[src/rtl/rect_plotter_pkg.sv]
// Shared constants and types for the rectangle plotter: screen size, coordinate
// and colour widths, background colour and FSM state encoding.
package rect_plotter_pkg;

    localparam int unsigned SCREEN_W = 160;
    localparam int unsigned SCREEN_H = 120;
    localparam int unsigned XW       = 8;
    localparam int unsigned YW       = 7;
    localparam int unsigned CW       = 3;

    localparam logic [CW-1:0] COLOUR_BG = 3'b000;

    typedef enum logic [1:0] {
        StIdle,
        StSweep,
        StFinish
    } state_e;

endpackage

[src/rtl/raster_counter.sv]
// Raster-order cx/cy counter for a w x h rectangle; cx runs fastest and
// wraps to 0 with cy+1 after cx == w-1.
module raster_counter (
    input  logic       clk,
    input  logic       resetn,
    input  logic       clear,
    input  logic       enable,
    input  logic [4:0] w,
    input  logic [3:0] h,
    output logic [4:0] cx,
    output logic [3:0] cy,
    output logic       last
);

    logic [4:0] cx_q, cx_d;
    logic [3:0] cy_q, cy_d;
    logic       row_end;

    assign row_end = (cx_q == w - 5'd1);
    assign last    = row_end && (cy_q == h - 4'd1);
    assign cx      = cx_q;
    assign cy      = cy_q;

    always_comb begin
        cx_d = cx_q;
        cy_d = cy_q;
        if (clear) begin
            cx_d = '0;
            cy_d = '0;
        end else if (enable) begin
            if (row_end) begin
                cx_d = '0;
                cy_d = cy_q + 4'd1;
            end else begin
                cx_d = cx_q + 5'd1;
            end
        end
    end

    always_ff @(posedge clk) begin
        if (!resetn) begin
            cx_q <= '0;
            cy_q <= '0;
        end else begin
            cx_q <= cx_d;
            cy_q <= cy_d;
        end
    end

endmodule

[src/rtl/rect_plotter.sv]
// Sweeps a filled rectangle one pixel per unstalled cycle in raster order,
// clipping pixels that fall off the visible screen.
module rect_plotter #(
    parameter int unsigned SCREEN_W = rect_plotter_pkg::SCREEN_W,
    parameter int unsigned SCREEN_H = rect_plotter_pkg::SCREEN_H
) (
    input  logic       clk,
    input  logic       resetn,
    input  logic       start,
    input  logic [7:0] x0,
    input  logic [6:0] y0,
    input  logic [4:0] w,
    input  logic [3:0] h,
    input  logic [2:0] colour,
    input  logic       erase,
    input  logic       stall,
    output logic [7:0] x_out,
    output logic [6:0] y_out,
    output logic [2:0] colour_out,
    output logic       plot,
    output logic       busy,
    output logic       done
);
    import rect_plotter_pkg::*;

    localparam logic [XW:0] XLim = SCREEN_W[XW:0];
    localparam logic [YW:0] YLim = SCREEN_H[YW:0];

    state_e state_q, state_d;
    logic   load;

    logic [XW-1:0] x0_q;
    logic [YW-1:0] y0_q;
    logic [4:0]    w_q;
    logic [3:0]    h_q;
    logic [CW-1:0] colour_q;

    logic [4:0]  cx;
    logic [3:0]  cy;
    logic        last;
    logic        sweep_en;
    logic [XW:0] x_sum;
    logic [YW:0] y_sum;
    logic        clipped;

    assign sweep_en = (state_q == StSweep) && !stall;

    raster_counter u_raster_counter (
        .clk    (clk),
        .resetn (resetn),
        .clear  (state_q == StIdle),
        .enable (sweep_en),
        .w      (w_q),
        .h      (h_q),
        .cx     (cx),
        .cy     (cy),
        .last   (last)
    );

    always_comb begin
        state_d = state_q;
        load    = 1'b0;
        unique case (state_q)
            StIdle: begin
                if (start) begin
                    load    = 1'b1;
                    state_d = (w == 5'd0 || h == 4'd0) ? StFinish : StSweep;
                end
            end
            StSweep:  if (sweep_en && last) state_d = StFinish;
            StFinish: state_d = StIdle;
            default:  state_d = StIdle;
        endcase
    end

    always_ff @(posedge clk) begin
        if (!resetn) begin
            state_q  <= StIdle;
            x0_q     <= '0;
            y0_q     <= '0;
            w_q      <= '0;
            h_q      <= '0;
            colour_q <= '0;
        end else begin
            state_q <= state_d;
            if (load) begin
                x0_q     <= x0;
                y0_q     <= y0;
                w_q      <= w;
                h_q      <= h;
                colour_q <= erase ? COLOUR_BG : colour;
            end
        end
    end

    // Extra MSB keeps off-screen sums from wrapping back onto the screen.
    assign x_sum   = {1'b0, x0_q} + {4'b0, cx};
    assign y_sum   = {1'b0, y0_q} + {4'b0, cy};
    assign clipped = (x_sum >= XLim) || (y_sum >= YLim);

    assign x_out      = x_sum[XW-1:0];
    assign y_out      = y_sum[YW-1:0];
    assign colour_out = colour_q;
    // Gated by resetn so a reset cycle never writes a pixel or signals completion.
    assign plot       = resetn && sweep_en && !clipped;
    assign done       = resetn && (state_q == StFinish);
    assign busy       = (state_q != StIdle);

endmodule

[config.mk]
export PLATFORM = sky130hd
export DESIGN_NAME = rect_plotter
export DESIGN_NICKNAME = d
export VERILOG_FILES = /design/src/rtl/rect_plotter_pkg.sv /design/src/rtl/raster_counter.sv /design/src/rtl/rect_plotter.sv
export SDC_FILE = /design/constraint.sdc
export NUM_CORES = 1
export LEC_CHECK = 0
export CAP_MARGIN = 25
export CORE_MARGIN = 2
export CORE_UTILIZATION = 45
export CTS_CLUSTER_DIAMETER = 40
export DETAILED_ROUTE_END_ITERATION = 16
export GPL_TIMING_DRIVEN = 1
export PLACE_DENSITY = 0.87
export SLEW_MARGIN = 10
export SYNTH_ARGS = -nofsm -noshare
export SYNTH_HDL_FRONTEND = slang
export SYNTH_SLANG_ARGS = --single-unit
[constraint.sdc]
create_clock -name clk -period 2.09 [get_ports clk]
set_input_delay 0.418 -clock clk [delete_from_list [all_inputs] [get_ports clk]]
set_output_delay 0.418 -clock clk [all_outputs]
set_load 0.02 [all_outputs]
# --- Word level (Yosys, flattened, before mapping) ---
# Cells that the tools add are included.
totals:
  regBits: 38
  latchBits: 0
  mem_bits_rw: 0
  rom_bits: 0
  inputBits: 32
  output_inout_bits: 21
  mem_count: 0
classes:
  addsub: 6
  multipliers: 0
  n_div: 0
  n_lt_le_gt_ge: 2
  eq_ne: 6
  n_shift: 0
  mux: 8
  bitwise: 1
  n_reduce_logical: 17
ops:
  columns: ["operator", "count"]
  rows:
  - ["adder 8 x 5 -> 9 bit", 1]
  - ["greater-or-equal comparator 9 x 8 -> 1 bit, second input constant", 1]
  - ["adder 7 x 4 -> 8 bit", 1]
  - ["greater-or-equal comparator 8 x 7 -> 1 bit, second input constant", 1]
  - ["logical AND 1 bit", 6]
  - ["2-to-1 mux 2 bit", 3]
  - ["adder 5 x 1 -> 5 bit, second input constant", 1]
  - ["equality test 5 bit", 1]
  - ["logical NOT 5 bit", 1]
  - ["2-to-1 mux 5 bit", 1]
  - ["subtractor 5 x 1 -> 5 bit, second input constant", 1]
  - ["adder 4 x 1 -> 4 bit, second input constant", 1]
  - ["equality test 4 bit", 1]
  - ["logical NOT 4 bit", 1]
  - ["one-hot mux 2 bit (2 select lines)", 1]
  - ["AND reduction 2 bit", 2]
  - ["subtractor 4 x 1 -> 4 bit, second input constant", 1]
  - ["2-to-1 mux 3 bit", 1]
  - ["equality test 2 x 1 -> 1 bit, second input constant", 1]
  - ["equality test 2 bit, second input constant", 1]
  - ["logical NOT 1 bit", 2]
  - ["logical NOT 2 bit", 1]
  - ["logical OR 1 bit", 2]
  - ["2-to-1 mux 1 bit", 2]
  - ["5 further kinds", 5]

# --- Logic depth before layout (Yosys ltp) ---
# Gate-level depths: netlist of run 1.
logic_depth:
  ltp_word: 6
  ltp_mapped: 8

# --- By module ---
# From an unflattened synthesis of run 1, not the netlist that was laid out.
unflattened:
  cells_unflattened: 280
  area_unflattened_um2: 2327.2
by_module_without_submodules:
  columns: ["module", "n_inst", "cells_each", "area_per_inst_um2", "seq_area_each_um2"]
  rows:
  - ["rect_plotter", 1, 207, 1684.1, 580.6]
  - ["raster_counter", 1, 73, 643.1, 180.2]

# --- Worst setup path before layout of run 1 ---
# OpenSTA, ideal clock, no wires.
synth_timing:
  path_kind: "register -> output"
  from: "register u_raster_counter.cy_q[0] (netlist: u_raster_counter.cy[0])"
  to: "output plot"
  arrival_time_ps: 2158
  required_time_ps: 1672
  slack_ps: -486
  path_stages_with_launch: 9
  n_path_buf: 0
  cell_sequence: "dfxtp_1 ha_1 inv_1 fa_1 nand2b_1 a21oi_1 xor2_1 nand4_1 and4b_1"
synth_between:
  elab_chain_len: 5
synth_lines:
  columns: ["element", "line_no", "rtl"]
  rows:
  - ["start: declaration", "raster_counter.sv:16", "logic [3:0] cy_q, cy_d;"]
  - ["start signal: assignment", "raster_counter.sv:46", "cy_q <= cy_d;"]
  - ["adder 7 x 4 -> 8 bit", "rect_plotter.sv:98", "assign y_sum = {1'b0, y0_q} + {4'b0, cy};"]
  - ["via y_out[4]", "rect_plotter.sv:18", "output logic [6:0] y_out,"]
  - ["greater-or-equal comparator 8 x 7 -> 1 bit", "rect_plotter.sv:99", "assign clipped = (x_sum >= XLim) || (y_sum >= YLim);"]
  - ["logical OR 1 bit", "rect_plotter.sv:99", null]
  - ["logical NOT 1 bit", "rect_plotter.sv:105", "assign plot = resetn && sweep_en && !clipped;"]
  - ["logical AND 1 bit", "rect_plotter.sv:105", null]
  - ["end: declaration", "rect_plotter.sv:20", "output logic plot,"]
# The timed path passes the listed nets, and every way through them passes these cells.

# --- Worst setup path after layout of run 1 ---
layout_timing:
  from: "register x0_q[0]"
  to: "output plot"
layout_between:
  elab_chain_len: 5
layout_lines:
  columns: ["element", "line_no", "rtl"]
  rows:
  - ["start: declaration", "rect_plotter.sv:32", "logic [XW-1:0] x0_q;"]
  - ["start signal: assignment", "rect_plotter.sv:79", "x0_q <= '0;"]
  - ["start signal: assignment", "rect_plotter.sv:87", "x0_q <= x0;"]
  - ["adder 8 x 5 -> 9 bit", "rect_plotter.sv:97", "assign x_sum = {1'b0, x0_q} + {4'b0, cx};"]
  - ["greater-or-equal comparator 9 x 8 -> 1 bit", "rect_plotter.sv:99", null]
  - ["logical OR 1 bit", "rect_plotter.sv:99", null]
  - ["logical NOT 1 bit", "rect_plotter.sv:105", null]
  - ["logical AND 1 bit", "rect_plotter.sv:105", null]
# No other way between the ends.

==> impl_metrics.toml, run 1 <==
[detailed_routing]
avgViaCountPerCell = 5.42
antenna_left = 0
dr.pass1.iters = 4
route.met2.wl_microns = 3780
vias = 2351
wl_per_cell_microns = 16.7
drc = 0
drt-initial-drc-count = 164
wl_met1_microns = 2870
totalWireLength_microns = 7230
top_layer_used = "met4"
routed-wl-met3_microns = 323

[final_layout]
multi_input_area_sq_um = 1660
fillers = 304
seq_area_sq_um = 778
area_growth_pct = 60.2
layout-drive-gt1-share_pct = 31.3
antenna_cells = 0
nNetsFinal = 413

[clock_tree]
cts_buffers = 5
clk_pin_slew_ns = 0.08
cts_num_sinks = 38
ctsHoldBuffers = 0
clock_path_buffers = 2
htree_levels = 2
clock-root-buffer = "clkbuf_8"
cts_tree = "built"
clock_latency_ns = 0.30

[critical_path]
critPathKind = "reg -> out"
end_kind = "output port"
worstRegToRegCells = 8
r2r_slack_ns = 0.10
cp_max_fo = 4
reg2reg_from = "w_q[0]$_SDFFE_PN0P_"
arrival_ns = 2.22
cp-start-kind = "flop"
crit_required_ns = 1.67
r2r-end = "u_raster_counter.cy[1]$_SDFFE_PP0P_"

[synth]
yosys_warnings = 0
netlist_instances = 271
syn_avg_cell_area_sq_um = 8.25
synthFlopType = "dfxtp_1"
async_flop_share_pct = 0
ys_seq_area_share_pct = 34.0
syn-num-nets = 318
synth-seq-cells = 38
ys_types = 40
synth_edf_count = 0
netlist_area_sq_um = 2240

[floorplan]
initial_core_util_pct = 47.0
die-area_sq_um = 5550
die_w_microns = 74.5
core_area_sq_um = 4750
pin_count = 53
rows = 25
fp.dieH_microns = 74.5

[sta]
setup_viol = 10
finalSetupTns_ns = -2.63
worst_pin_slew_ns = 0.402
post-route-period-util_pct = 126
final_hold_viol_count = 0
slew_headroom_pct = 73.2
setup_slack_ns = -0.551
final.min_clock_period_ns = 2.64
finalMaxSlewViolations = 0
skew_ns = 0.00349
maxClockFrequency_ghz = 0.379
rsz0062_at_grt = "yes"

[hold_path]
worstHoldPathType = "reg -> reg"
holdPathEnd = "colour_out[0]$_SDFFE_PN0P_"
hold_depth = 2
min_from = "colour_out[0]$_SDFFE_PN0P_"

[power_and_ir_drop]
total_power_mw = 2.07
ir_drop_uv = 449
p_leak_nw = 1.43
powerDensity_nw_per_um2 = 578

[grt]
grt_pass1_vias = 2340
grt_usage_pct = 26.5
grt_max_degree = 32
gr-total-overflow = 0
grt_pass1_wl_microns = 11100
antenna_found_initial = 0

[status]
violations = "setup timing"
status = "complete, but fails checks"

[run]
maxCapViolCount = 0

[placement]
gp_congestion = 0.815
port-buffer-count = 52
hpwl_microns = 4380
## cells in the mapped netlist (3+ instances only)
master	instances	area (sq um)
ha_1	13	163
nor3_1	4	20.0
o21ai_0	4	20.0
a21boi_0	28	210
inv_1	17	63.8
nor2_1	18	67.6
nand4_1	5	31.3
xor2_1	7	61.3
xnor2_1	21	184
a21oi_1	10	50.1
nand2_1	56	210
nor2b_1	3	18.8
dfxtp_1	38	761
nand2b_1	4	25.0
nand3_1	4	20.0
clkbuf_1	8	30.0
nand3b_1	4	30.0
## cell families (layout without fill, tap and decap cells)
group                      count (synthesis)  in the layout  synth area share (%)
AOI/OAI and AO/OA                         53             53                  16.5
and+or+nand+nor                          109            109                  23.9
buffers and inverters                     25            121                  4.20
muxes                                      3              3                  1.40
adders and majority gates                 15             15                  9.07
DFF                                       38             38                  34.0
xor gates and xnor gates                  28             28                  11.0
## power breakdown
| part | internal (mW) | switching, mW |
|---|---|---|
| logic | 0.236 | 0.231 |
| clock network | 0.510 | 0.289 |
| registers | 0.762 | 0.0426 |
| total | 1.51 | 0.563 |
## cell type report
class | count | area share, %
Timing Repair Buffer | 96 | 23.9
Multi-Input combinational cell | 208 | 46.2
Tap cell | 67 | 2.34
Inverter | 17 | 1.85
Clock inverter | 2 | 1.68
Sequential cell | 38 | 21.7
Clock buffer | 6 | 2.31
## metrics by stage
| step | instance area [sq um] | cells | worst slack, ns | util [%] | hold slack [ns] |
|---|---|---|---|---|---|
| 2_1_floorplan | 2320 | 271 | -0.158 | - | 0.448 |
| 3_3_place_gp | 3180 | 418 | -0.639 | 66.8 | 0.451 |
| 3_5_place_dp | 3180 | 418 | -0.747 | 66.8 | 0.454 |
| 4_1_cts | 3520 | 431 | -0.544 | 74.1 | 0.465 |
| 5_1_grt | 3580 | 434 | -0.606 | 75.3 | 0.509 |
| 6_report | 3580 | 434 | -0.551 | 75.3 | 0.474 |
## critical path: stages (launching register included)
cell     delay [ns]
dfxtp_2        0.34
ha_4           0.17
inv_4          0.05
fa_2           0.22
nor2b_2        0.05
o31a_1         0.31
mux2_4         0.28
o21ai_1        0.12
and4b_2        0.26
buf_6          0.12
## worst max path at each step
stage | start | endpoint | slack [ns] | cells past startpoint
CTS | u_raster_counter.cx[0]$_SDFFE_PP0P_ | plot | -0.54 | 9
floorplan | u_raster_counter.cy[0]$_SDFFE_PP0P_ | plot | -0.16 | 8
detailed placement | x0_q[0]$_SDFFE_PN0P_ | plot | -0.75 | 9
finish | x0_q[0]$_SDFFE_PN0P_ | plot | -0.55 | 9
global placement | x0_q[0]$_SDFFE_PN0P_ | plot | -0.64 | 9
global route | x0_q[0]$_SDFFE_PN0P_ | plot | -0.61 | 9
## per-layer routing
| layer | vias up | global-route usage [%] |
|---|---|---|
| met4 | 0 | 14.7 |
| met1 | 1144 | 29.7 |
| met2 | 78 | 47.4 |
| li1 | 1102 | - |
| met3 | 27 | 4.61 |
| met5 | - | 0 |
## cell usage in the layout, fill, tap and decap left out, drive strengths merged, types with 4 or more instances in the layout
cell	n
buf	57
ha	13
nor2	18
nand2	56
clkdlybuf4s50	37
nand3b	4
nor3	4
o21ai	4
a21boi	28
dfxtp	38
nand3	5
clkbuf	7
xor2	7
nand2b	4
a21oi	10
nand4	5
inv	17
xnor2	21
## state kept, by name (all words and copies together) (netlist names)
signal / flops
colour_out: 3
h_q: 4
state_q: 2
u_raster_counter.cx: 5
u_raster_counter.cy: 4
w_q: 5
x0_q: 8
y0_q: 7
## timing repair
item / in CTS / in global routing
setup endpoints to repair: 15 / 18
pin swaps: 21 / 18
resized for setup: 110 / 14
cloned: 0 / 0
buffers inserted: 7 / 5
(Power assumes the default switching activity.)
==> run 2, diff against run 1 <==
--- a/config.mk
+++ b/config.mk
@@ -7,11 +7,11 @@
 export LEC_CHECK = 0
 export CAP_MARGIN = 25
 export CORE_MARGIN = 2
-export CORE_UTILIZATION = 45
+export CORE_UTILIZATION = 50
 export CTS_CLUSTER_DIAMETER = 40
 export DETAILED_ROUTE_END_ITERATION = 16
 export GPL_TIMING_DRIVEN = 1
-export PLACE_DENSITY = 0.87
+export PLACE_DENSITY = 0.91
 export SLEW_MARGIN = 10
 export SYNTH_ARGS = -nofsm -noshare
 export SYNTH_HDL_FRONTEND = slang
==> constraint.sdc (replaced) <==
create_clock -name clk -period 2.8 [get_ports clk]
set_input_delay 0.56 -clock clk [delete_from_list [all_inputs] [get_ports clk]]
set_output_delay 0.56 -clock clk [all_outputs]
set_load 0.02 [all_outputs]
==> run 2 against run 1 <==
  * The flow now finishes without violations
  * Power shrank 34%
  * Non-clock buffer count shrank 24
  * Critical path depth is the same
  * Clock skew grew 0.0016 ns
  * Die area shrank 9.5%
  * First-iteration DRC count shrank 34%
  * Largest power group unchanged
==> impl_metrics.toml, run 2 (synthesis gave the netlist of run 1 again) <==
[sta]
setup_viol = 0
skew_ns = 0.00506
finalMaxSlewViolations = 0
post-route-period-util_pct = 99.1
worst_hold_slack_ns = 0.460
finalSetupTns_ns = 0
slew_headroom_pct = 36.3
maxClockFrequency_ghz = 0.361
worst_pin_slew_ns = 0.953
setup_slack_ns = 0.0264
rsz0062_at_grt = "yes"
final_hold_viol_count = 0
final.min_clock_period_ns = 2.77

[critical_path]
max_stage_delay_ns = 0.39
cp-start-kind = "flop"
cp_max_fo = 4
critPathKind = "reg -> out"
crit_required_ns = 2.24
end_kind = "output port"
crit_slowest_cell = "fa_2"
arrival_ns = 2.21
crit_chain = "ha_2 -> inv_2 -> fa_2 -> nor2b_2 -> o31a_1 -> mux2_4 -> o21ai_1 -> and4b_1 -> buf_4"
worstRegToRegCells = 7

[hold_path]
hold_depth = 2
worstHoldPathType = "reg -> reg"

[clock_tree]
clock_latency_ns = 0.29
cts_num_sinks = 38
cts_buffers = 5
clock-root-buffer = "clkbuf_8"
ctsHoldBuffers = 0
clock_path_buffers = 2
cts_tree = "built"
clk_pin_slew_ns = 0.08
htree_levels = 2

[final_layout]
top_regs = "x0_q (8), y0_q (7)"
nNetsFinal = 389
stdcell_area_sq_um = 3080
area_growth_pct = 37.8
fillers = 329
layout_commonest_cell = "nand2_1"
antenna_cells = 0
instances_no_fill = 394
top_register = "x0_q"
layout-drive-gt1-share_pct = 14.0
postLayoutCoreUtil_pct = 71.2
final_cell_mix = "nand2_1 (56), clkdlybuf4s50_1 (42), dfxtp_1 (35), a21boi_0 (28), xnor2_1 (21)"
largest_reg_flops = 8

[detailed_routing]
drt-initial-drc-count = 108
top_layer_used = "met4"
routed-wl-met3_microns = 417
dr.pass1.iters = 6
wl_met1_microns = 2210
wl_per_cell_microns = 14.3
avgViaCountPerCell = 5.45
route.met2.wl_microns = 2880
totalWireLength_microns = 5650
drc = 0
antenna_left = 0
vias = 2146

[placement]
hpwl_microns = 4070
gp_congestion = 0.854
dp_cells = 386
placed_cell_area_sq_um = 2950
place_ws_ns = -0.164
port-buffer-count = 52

[grt]
grt_max_degree = 32
grt_pass1_wl_microns = 9290
antenna_found_initial = 0
grt_pass1_vias = 2128
gr-total-overflow = 0
grt_usage_pct = 23.1

[run]
maxCapViolCount = 0

[floorplan]
core_area_sq_um = 4320
fp.dieH_microns = 70.9
pin_count = 53
die-area_sq_um = 5020
initial_core_util_pct = 51.7
rows = 24
die_w_microns = 70.9

[status]
status = "complete, no violations"

[power_and_ir_drop]
powerDensity_nw_per_um2 = 446
total_power_mw = 1.37
ir_drop_uv = 335
p_leak_nw = 1.27
## run 2: cell count changes in the layout (fill, tap and decap cells not counted), moves of 3 or more
cell	change
buf_4	-21
buf_6	-11
ha_4	-9
dfxtp_1	+7
ha_1	+7
clkdlybuf4s50_1	+5
dfxtp_2	-5
xnor2_1	+4
xnor2_2	-4
a21oi_1	+3
buf_2	-3
## run 2: timing repair
item / 4_1_cts / 5_1_grt
setup buffers: 0 / 1
resized for setup: 14 / 21
pin swaps: 0 / 3
endpoints found under the setup margin: 8 / 6
## run 2: layout make-up
| cell class | instances | area [sq um] | share of cell area, % |
|---|---|---|---|
| timing repair buffer | 72 | 667 | 21.6 |
| sequential | 38 | 764 | 24.8 |
| tap | 52 | 65.1 | 2.11 |
| inverter | 17 | 63.8 | 2.07 |
| multi-input combinational | 208 | 1410 | 45.7 |
| clock inverter | 1 | 30.0 | 0.975 |
| clock buffer | 6 | 82.6 | 2.68 |
## run 2: worst max-delay path, delay by kind of cell, from the launching register on
| kind | cells | cell delay, ns |
|---|---|---|
| AOI/OAI and AO/OA | 2 | 0.28 |
| DFF | 1 | 0.35 |
| buffers and inverters | 2 | 0.19 |
| and+or+nand+nor | 2 | 0.33 |
| adders and majority gates | 2 | 0.59 |
| muxes | 1 | 0.18 |
## run 2: worst paths after layout
kind / slack [ns] / end / from
setup / recovery: 0.03 / plot / u_raster_counter.cx[0]$_SDFFE_PP0P_
hold / removal: 0.46 / colour_out[0]$_SDFFE_PN0P_ / colour_out[0]$_SDFFE_PN0P_
setup reg to reg: 0.69 / state_q[0]$_SDFFE_PN0P_ / w_q[0]$_SDFFE_PN0P_
hold reg to reg: 0.46 / colour_out[0]$_SDFFE_PN0P_ / colour_out[0]$_SDFFE_PN0P_
## run 2: power breakdown
group | total [mW] | switching, mW | internal [mW]
Clock | 0.480 | 0.194 | 0.285
Sequential | 0.596 | 0.0270 | 0.569
Combinational | 0.298 | 0.150 | 0.148
Total | 1.37 | 0.371 | 1.00
## run 2: layer usage
layer / track usage (%) / up-vias
li1: - / 1053
met1: 26.1 / 981
met2: 42.5 / 88
met3: 5.41 / 24
met4: 7.55 / 0
met5: 0 / -
